--- config.mk ---
export PLATFORM = sky130hd
export DESIGN_NAME = ciphertext_serializer_flat
export DESIGN_NICKNAME = d
export VERILOG_FILES = /design/src/rtl/ciphertext_serializer_if.sv /design/src/rtl/ciphertext_serializer.sv /design/src/flat_wrapper.sv
export SDC_FILE = /design/constraint.sdc
export NUM_CORES = 1
export LEC_CHECK = 0
export ABC_AREA = 1
export CAP_MARGIN = 30
export CORE_ASPECT_RATIO = 0.6
export CORE_MARGIN = 4
export CORE_UTILIZATION = 41
export CTS_CLUSTER_DIAMETER = 50
export DETAILED_ROUTE_END_ITERATION = 10
export DONT_BUFFER_PORTS = 1
export PLACE_DENSITY = 0.63
export RECOVER_POWER = 50
export SYNTH_ARGS = -nofsm -noshare
export SYNTH_HDL_FRONTEND = slang
export SYNTH_SLANG_ARGS = --single-unit
--- constraint.sdc ---
create_clock -name clk -period 1.7 [get_ports clk]
set_clock_uncertainty 0.05 [all_clocks]
set_input_delay 0.34 -clock clk [delete_from_list [all_inputs] [get_ports clk]]
set_output_delay 0.34 -clock clk [all_outputs]
set_load 0.02 [all_outputs]
--- src/rtl/ciphertext_serializer_if.sv ---
// Handshake bundle between the encrypt stage, the serializer and the serial sink.
// master is the serializer side; slave is the surrounding environment.
interface ciphertext_serializer_if #(
  parameter int unsigned MSG_SIZE = 64,
  parameter int unsigned CW       = $clog2(MSG_SIZE) + 1
);
  logic [MSG_SIZE-1:0] iCiphertext;
  logic [CW-1:0]       iCiphertext_counter;
  logic                iReady;
  logic                oSerial_bit;
  logic                oValid;
  logic [CW-1:0]       oBit_counter;
  logic                oDone;
  logic                oBusy;

  modport master (
    input  iCiphertext, iCiphertext_counter, iReady,
    output oSerial_bit, oValid, oBit_counter, oDone, oBusy
  );

  modport slave (
    output iCiphertext, iCiphertext_counter, iReady,
    input  oSerial_bit, oValid, oBit_counter, oDone, oBusy
  );
endinterface

--- src/rtl/ciphertext_serializer.sv ---
// Captures a completed ciphertext word and shifts it out LSB first over valid/ready.
// Define CIPHER_SERIALIZER_PARITY_EN to append an even-parity bit after the data bits.
module ciphertext_serializer #(
  parameter int unsigned MSG_SIZE = 64,
  parameter int unsigned CW       = $clog2(MSG_SIZE) + 1
) (
  input logic                     clk,
  input logic                     rst_n,
  input logic                     ena,
  ciphertext_serializer_if.master bus
);
  typedef enum logic [1:0] {StIdle, StShift, StFinish, StWaitRearm} state_e;

  localparam logic [CW-1:0] Complete = CW'(MSG_SIZE);
  localparam logic [CW-1:0] DataLast = CW'(MSG_SIZE - 1);
`ifdef CIPHER_SERIALIZER_PARITY_EN
  localparam logic [CW-1:0] LastCnt  = Complete;
`else
  localparam logic [CW-1:0] LastCnt  = DataLast;
`endif

  state_e              state_q;
  logic [MSG_SIZE-1:0] shreg_q;
  logic                armed_q;
  logic                serial_bit_q;
  logic                valid_q;
  logic [CW-1:0]       bit_counter_q;
  logic                done_q;
  logic                busy_q;
`ifdef CIPHER_SERIALIZER_PARITY_EN
  logic                parity_q;
`endif

  logic xfer;
  logic complete;

  assign xfer     = valid_q & bus.iReady;
  // Counter values above MSG_SIZE never match, so they read as not complete.
  assign complete = (bus.iCiphertext_counter == Complete);

  always_ff @(posedge clk or negedge rst_n) begin
    if (!rst_n) begin
      state_q       <= StIdle;
      shreg_q       <= '0;
      armed_q       <= 1'b1;
      serial_bit_q  <= 1'b0;
      valid_q       <= 1'b0;
      bit_counter_q <= '0;
      done_q        <= 1'b0;
      busy_q        <= 1'b0;
`ifdef CIPHER_SERIALIZER_PARITY_EN
      parity_q      <= 1'b0;
`endif
    end else if (!ena) begin
      done_q <= 1'b0;
    end else begin
      unique case (state_q)
        StIdle: begin
          if (armed_q && complete) begin
            shreg_q       <= bus.iCiphertext;
            serial_bit_q  <= bus.iCiphertext[0];
            armed_q       <= 1'b0;
            valid_q       <= 1'b1;
            busy_q        <= 1'b1;
            bit_counter_q <= '0;
            state_q       <= StShift;
`ifdef CIPHER_SERIALIZER_PARITY_EN
            parity_q      <= ^bus.iCiphertext;
`endif
          end
        end
        StShift: begin
          if (xfer) begin
            shreg_q       <= shreg_q >> 1;
            serial_bit_q  <= shreg_q[1];
            bit_counter_q <= bit_counter_q + CW'(1);
`ifdef CIPHER_SERIALIZER_PARITY_EN
            if (bit_counter_q == DataLast) serial_bit_q <= parity_q;
`endif
            if (bit_counter_q == LastCnt) begin
              serial_bit_q <= 1'b0;
              valid_q      <= 1'b0;
              busy_q       <= 1'b0;
              done_q       <= 1'b1;
              state_q      <= StFinish;
            end
          end
        end
        StFinish: begin
          done_q  <= 1'b0;
          state_q <= StWaitRearm;
        end
        StWaitRearm: begin
          // Re-arm only after the encrypt stage restarts, so a held terminal count
          // is captured once.
          if (bus.iCiphertext_counter == '0) begin
            armed_q       <= 1'b1;
            bit_counter_q <= '0;
            state_q       <= StIdle;
          end
        end
        default: state_q <= StIdle;
      endcase
    end
  end

  assign bus.oSerial_bit  = serial_bit_q;
  assign bus.oValid       = valid_q;
  assign bus.oBit_counter = bit_counter_q;
  assign bus.oDone        = done_q;
  assign bus.oBusy        = busy_q;
endmodule

--- src/flat_wrapper.sv ---
// flat-port wrapper written by rule: the top's interface ports become plain ports
module ciphertext_serializer_flat 
#(
  parameter int unsigned MSG_SIZE = 64,
  parameter int unsigned CW       = $clog2(MSG_SIZE) + 1
)
  (clk, rst_n, ena, bus_iCiphertext, bus_iCiphertext_counter, bus_iReady, bus_oSerial_bit, bus_oValid, bus_oBit_counter, bus_oDone, bus_oBusy);
  ciphertext_serializer_if #(.MSG_SIZE(MSG_SIZE), .CW(CW)) bus_i ();
  input logic clk;
  input logic rst_n;
  input logic ena;
  input wire logic [$bits(bus_i.iCiphertext)-1:0] bus_iCiphertext;
  input wire logic [$bits(bus_i.iCiphertext_counter)-1:0] bus_iCiphertext_counter;
  input wire logic [$bits(bus_i.iReady)-1:0] bus_iReady;
  output wire logic [$bits(bus_i.oSerial_bit)-1:0] bus_oSerial_bit;
  output wire logic [$bits(bus_i.oValid)-1:0] bus_oValid;
  output wire logic [$bits(bus_i.oBit_counter)-1:0] bus_oBit_counter;
  output wire logic [$bits(bus_i.oDone)-1:0] bus_oDone;
  output wire logic [$bits(bus_i.oBusy)-1:0] bus_oBusy;
  assign bus_i.iCiphertext = bus_iCiphertext;
  assign bus_i.iCiphertext_counter = bus_iCiphertext_counter;
  assign bus_i.iReady = bus_iReady;
  assign bus_oSerial_bit = bus_i.oSerial_bit;
  assign bus_oValid = bus_i.oValid;
  assign bus_oBit_counter = bus_i.oBit_counter;
  assign bus_oDone = bus_i.oDone;
  assign bus_oBusy = bus_i.oBusy;
  ciphertext_serializer #(.MSG_SIZE(MSG_SIZE), .CW(CW)) u_core (.clk(clk), .rst_n(rst_n), .ena(ena), .bus(bus_i));
endmodule
Word-level counts from Yosys, hierarchy flattened
Cells that the tools add are included.
Storage, ports and cells
  flip-flop bits (word level): 77
  bits of input ports: 75
  output and inout port bits: 11
Cells by class
  add/subtract/negate cells: 1
  equal/unequal tests: 12
  multiplexer cells: 27
  bitwise gates (word level): 1
  reductions and logical operators: 12
Operators by type and width (number)
  $mux 64: 2
  $pmux 64 s2: 1
  $mux 7: 3
  $pmux 7 s3: 1
  $reduce_and 5->1: 3
  $mux 1: 11
  $mux 2: 4
  $ne 2x1->1 const B: 4
  $pmux 1 s2: 4
  $pmux 2 s4: 1
  $reduce_and 4->1: 2
  $add 7x1->7 const B: 1
  $eq 7x6->1 const B: 1
  $eq 7x7->1 const B: 1
  $logic_not 7->1: 1
  $ne 3x2->1 const B: 2
  $eq 2x2->1 const B: 2
  $reduce_bool 2->1: 2
  $ne 3x1->1 const B: 1
  $reduce_and 3->1: 1
  $reduce_bool 3->1: 1
  $eq 2x1->1 const B: 1
  $logic_not 2->1: 1
  $and 1x1->1: 1
  $logic_and 1x1->1: 1

Longest topological paths before layout
  depth after elaboration: 5
  gate-level depth with buffers: 10

Worst setup path before layout
Ideal clock, no wire load.
  path kind: reg-to-reg
  start: reg u_core.state_q[0]
  end: reg u_core.shreg_q[1]
  arrival: 1459 ps
  data required time: 1520 ps
  slack: 61 ps
  stages on the path, launching flop included: 11
  buffers on the path: 3
  cell sequence: dfrtp_1 inv_1 ha_1 nor2_1 nor2_2 nand3_2 buf_6 buf_6 buf_6 nand2_1 o21ai_1
On the way
  word-level cells in the longest chain between the ends: 3
RTL lines
  from (decl): line ciphertext_serializer.sv:22  | state_e state_q;
  from (signal assigned): line ciphertext_serializer.sv:43  | state_q <= StIdle;
  from (signal assigned): line ciphertext_serializer.sv:66  | state_q <= StShift;
  from (signal assigned): line ciphertext_serializer.sv:85  | state_q <= StFinish;
  $eq 2x1->1 / $logic_not 2->1 (equally long branches): line ciphertext_serializer.sv:57  | unique case (state_q)
  $ne 2x1->1 (no line) / $reduce_bool 2->1 (equally long branches)
  $reduce_and 4->1 (no line)
  to (signal assigned): line ciphertext_serializer.sv:60  | shreg_q <= bus.iCiphertext;
  to (signal assigned): line ciphertext_serializer.sv:74  | shreg_q <= shreg_q >> 1;
  to (decl): line ciphertext_serializer.sv:23  | logic [MSG_SIZE-1:0] shreg_q;
Parallel ways exist; a longest one is shown, timed or not.
A chain may end at the register's enable or synchronous reset.

Worst setup path in the final report
  start: reg u_core.armed_q
  end: reg u_core.shreg_q[34]
On the way
  word-level cells in the longest chain between the ends: 3
RTL lines
  from (decl): line ciphertext_serializer.sv:24  | logic armed_q;
  from (signal assigned): line ciphertext_serializer.sv:45  | armed_q <= 1'b1;
  from (signal assigned): line ciphertext_serializer.sv:62  | armed_q <= 1'b0;
  from (signal assigned): line ciphertext_serializer.sv:97  | armed_q <= 1'b1;
  $logic_and 1x1->1: line ciphertext_serializer.sv:59  | if (armed_q && complete) begin
  $ne 2x1->1 (no line)
  $reduce_and 4->1 (no line)
No other way between the ends.

==> impl_metrics.json <==
{
  "place_area_mm2": 0.00400,
  "max_slew_margin_pct": 80.2,
  "final_antenna_net_count": 0,
  "hpwl_um": 5520,
  "synthFlopType": "dfrtp_1",
  "ys_types": 26,
  "rows": 26,
  "fin_cells": 546,
  "antenna_found_initial": 0,
  "remaining_drc_errors": 0,
  "cts.sinks": 76,
  "p_sw_w": 0.000892,
  "min_period_ns": 1.68,
  "leakagePower_nw": 2.20,
  "tightest_slew_ns": 0.297,
  "synth.top_cells.by_count": "nand2_1 (101), dfrtp_1 (75), mux2i_1 (62)",
  "via_per_inst": 5.33,
  "grt_first_pass_wirelength_um": 12900,
  "numCtsBuffers": 9,
  "drt-pass1-iter-count": 4,
  "n_antenna_cell": 0,
  "outcome": "finished with violations",
  "io_pins": 86,
  "muxShareOfSynthArea_pct": 16.6,
  "clk_pin_slew_ns": 0.06,
  "synthToLayoutAreaGrowth_pct": 34.1,
  "synth_area_leaders": "dfrtp_1 (50%), mux2i_1 (17%), nand2_1 (10%)",
  "max_freq_mhz": 595,
  "dp_slack_ns": 0.0130,
  "cap_violations": 0,
  "whs_ns": -0.344,
  "postLayoutCellArea_mm2": 0.00500,
  "utilization_pct": 57.6,
  "synth_warnings": 0,
  "end_kind": "flop",
  "synth_top_family_by_area": "multiplexers",
  "setup_viol": 0,
  "path_buf_inv": 3,
  "critPathMaxFanout": 6,
  "die_y_um": 81.9,
  "core_mm2": 0.00869,
  "synth_area_leader_cell": "dfrtp_1",
  "rsz0062_at_grt": "true",
  "maxSlewViolCount": 0,
  "ys_seq_elements": 76,
  "grt_pass1_vias": 2466,
  "cp_top_family": "flip-flops",
  "die_w_um": 131,
  "cp_cell_sequence": "nand2_1 > inv_1 > nand4_1 > nand2_2 > nand3_4 > clkbuf_16 > clkbuf_16 > nand2_2 > o21ai_1",
  "io_buffers": 0,
  "synthesis.area_mm2": 0.00373,
  "overflow": 0,
  "grtUsageTotal_pct": 15.3,
  "gp_congestion": 0.845,
  "yosysTopAreaCellShare_pct": 50.3,
  "synth-xor-area-share_pct": 0.704,
  "p_seq_share_pct": 47.6,
  "synth_compound_area_share_pct": 10.2,
  "clockBufferDepth": 2,
  "p_per_area_mw_per_mm2": 818,
  "arrival_ns": 1.84,
  "violations": "negative hold slack",
  "layout_setup_ws_ns": 0.0188,
  "cell_internal_pwr_w": 0.00320,
  "critical_path.slowest_cell": "dfstp_2",
  "synthAdderAreaFrac_pct": 1.68,
  "start_util_pct": 42.9,
  "ys_seq_area_share_pct": 51.0,
  "vias": 2911,
  "netlist_instances": 390,
  "synth_nets": 470,
  "drive_gt1_share_pct": 32.9,
  "hold_viol": 76,
  "die-area_mm2": 0.0107,
  "hp-class": "in2async",
  "post_drt_wl_per_cell_um": 17.9,
  "irDropWorstVdd_mv": 0.583,
  "finalCritPeriodShare_pct": 98.9,
  "start_kind": "flop",
  "layout.nets": 509,
  "yosys.area_share.simple_pct": 14.8,
  "cpPeakStageDelay_ns": 0.52,
  "p_clk_share_pct": 48.3,
  "dpl.cell_count": 504,
  "cts-root-buf": "clkbuf_16",
  "postSynthAreaPerCell_um2": 9.56,
  "htree_levels": 3,
  "worstPathRequired_ns": 1.85,
  "finalWirelength_um": 9760,
  "sw_frac_of_total_pct": 21.8,
  "async_flop_share_pct": 100,
  "power_w": 0.00409,
  "yosysMostFrequentCell": "nand2_1",
  "grt_max_degree": 77,
  "pwr-share-comb_pct": 4.1,
  "synth_edf_count": 0,
  "setup.worst_path.class": "reg2reg",
  "nFillCells": 729,
  "first_iter_violations": 163,
  "clk_latency_ns": 0.33,
  "cts_tree": "yes"
}
==> layout by cell type, fill, tap and decap left out <==
cell type   netlist  routed
nor2_2            2       2
o21a_1            1       1
clkbuf_16         0      19
dfstp_2           1       1
mux2i_1          62      62
clkinvlp_4        0       2
ha_4              0       2
buf_6             4      12
inv_2             0       3
or2_2             1       1
buf_4             1      22
nand2_1         101      59
ha_1              5       3
nand2_4           0      11
o21ai_2           4      22
o21ai_0          48      10
xnor2_1           1       1
nand3_1          18      18
o21ai_1          16      36
nand3_4           0       2
inv_6             0       1
clkinv_2          0       1
nor2_1           10       9
nand4_1           1       1
bufinv_16         0       1
nor2_4            0       1
clkbuf_8          0       2
buf_12            0       6
a31oi_1           1       1
a21oi_1           2       2
nor3_1            1       1
inv_1            13      10
xor2_1            2       2
dfrtp_1          75      75
nand2_2           1      32
==> per-layer routing <==
layer,GRT usage (%),share of wire (%),up-vias
li1,-,-,1402
met4,5.45,0.96,0
met2,21.6,44,65
met3,5.39,4.6,8
met5,0,0,-
met1,21.7,50,1436
==> per-stage QoR <==
step	hold WS [ns]	TNS, ns
2_1_floorplan	-0.00559	0
3_3_place_gp	-0.00239	0
3_5_place_dp	-0.00308	0
4_1_cts	-0.363	0
5_1_grt	-0.371	-1.78
6_report	-0.344	0
==> flip-flops by register name (all words and copies together) (netlist names) <==
name and count:
u_core.armed_q 1, u_core.bus.oBit_counter 7, u_core.bus.oDone 1, u_core.shreg_q 63, u_core.state_q 2, u_core.bus.oValid 1, u_core.bus.oSerial_bit 1
==> path summary, 6_finish.rpt <==
| check | start | to | slack (ns) | depth (start not counted) |
|---|---|---|---|---|
| setup / recovery | u_core.armed_q | u_core.shreg_q[34] | 0.02 | 9 |
| hold / removal | rst_n | u_core.bus.oDone | -0.34 | 0 |
| setup reg to reg | u_core.armed_q | u_core.shreg_q[34] | 0.02 | 9 |
| hold reg to reg | u_core.shreg_q[8] | u_core.shreg_q[8] | 0.43 | 2 |
| max in group asynchronous | rst_n | u_core.armed_q | 1.77 | 0 |
| min in group clk | bus_iCiphertext[63] | u_core.shreg_q[63] | 0.09 | 2 |
==> cell families after synthesis <==
family | after synthesis
simple gates | 136
flops | 76
compound gates | 72
mux | 62
buf+inv | 36
fa+ha+maj | 5
xor+xnor | 3
==> final cells by class <==
cell class                      count  area (µm²)  share of cell area [%]
Clock inverter                      5        58.8                    1.18
Multi-Input combinational cell    279        1930                    38.5
Inverter                           13        48.8                   0.976
Sequential cell                    76        1900                    38.1
Timing Repair Buffer               50         671                    13.4
Clock buffer                       11         253                    5.05
Tap cell                          112         140                    2.80
==> power by group through the flow <==
stage	Clock [W]	Sequential (W)	Combinational, W
2_1_floorplan	0	0.00195	0.000108
3_3_place_gp	0	0.00196	0.000123
3_5_place_dp	0	0.00196	0.000131
4_1_cts	0.00202	0.00193	0.000131
5_1_grt	0.00211	0.00195	0.000193
6_report	0.00198	0.00195	0.000169
==> timing repair <==
action	CTS	global route
gates resized for setup	1	119
endpoints found under the setup margin	1	71
gates cloned	0	20
hold endpoints to repair	76	76
setup buffers	0	6
pin swaps	0	9
Note: power is estimated with default switching activity, not from simulation.
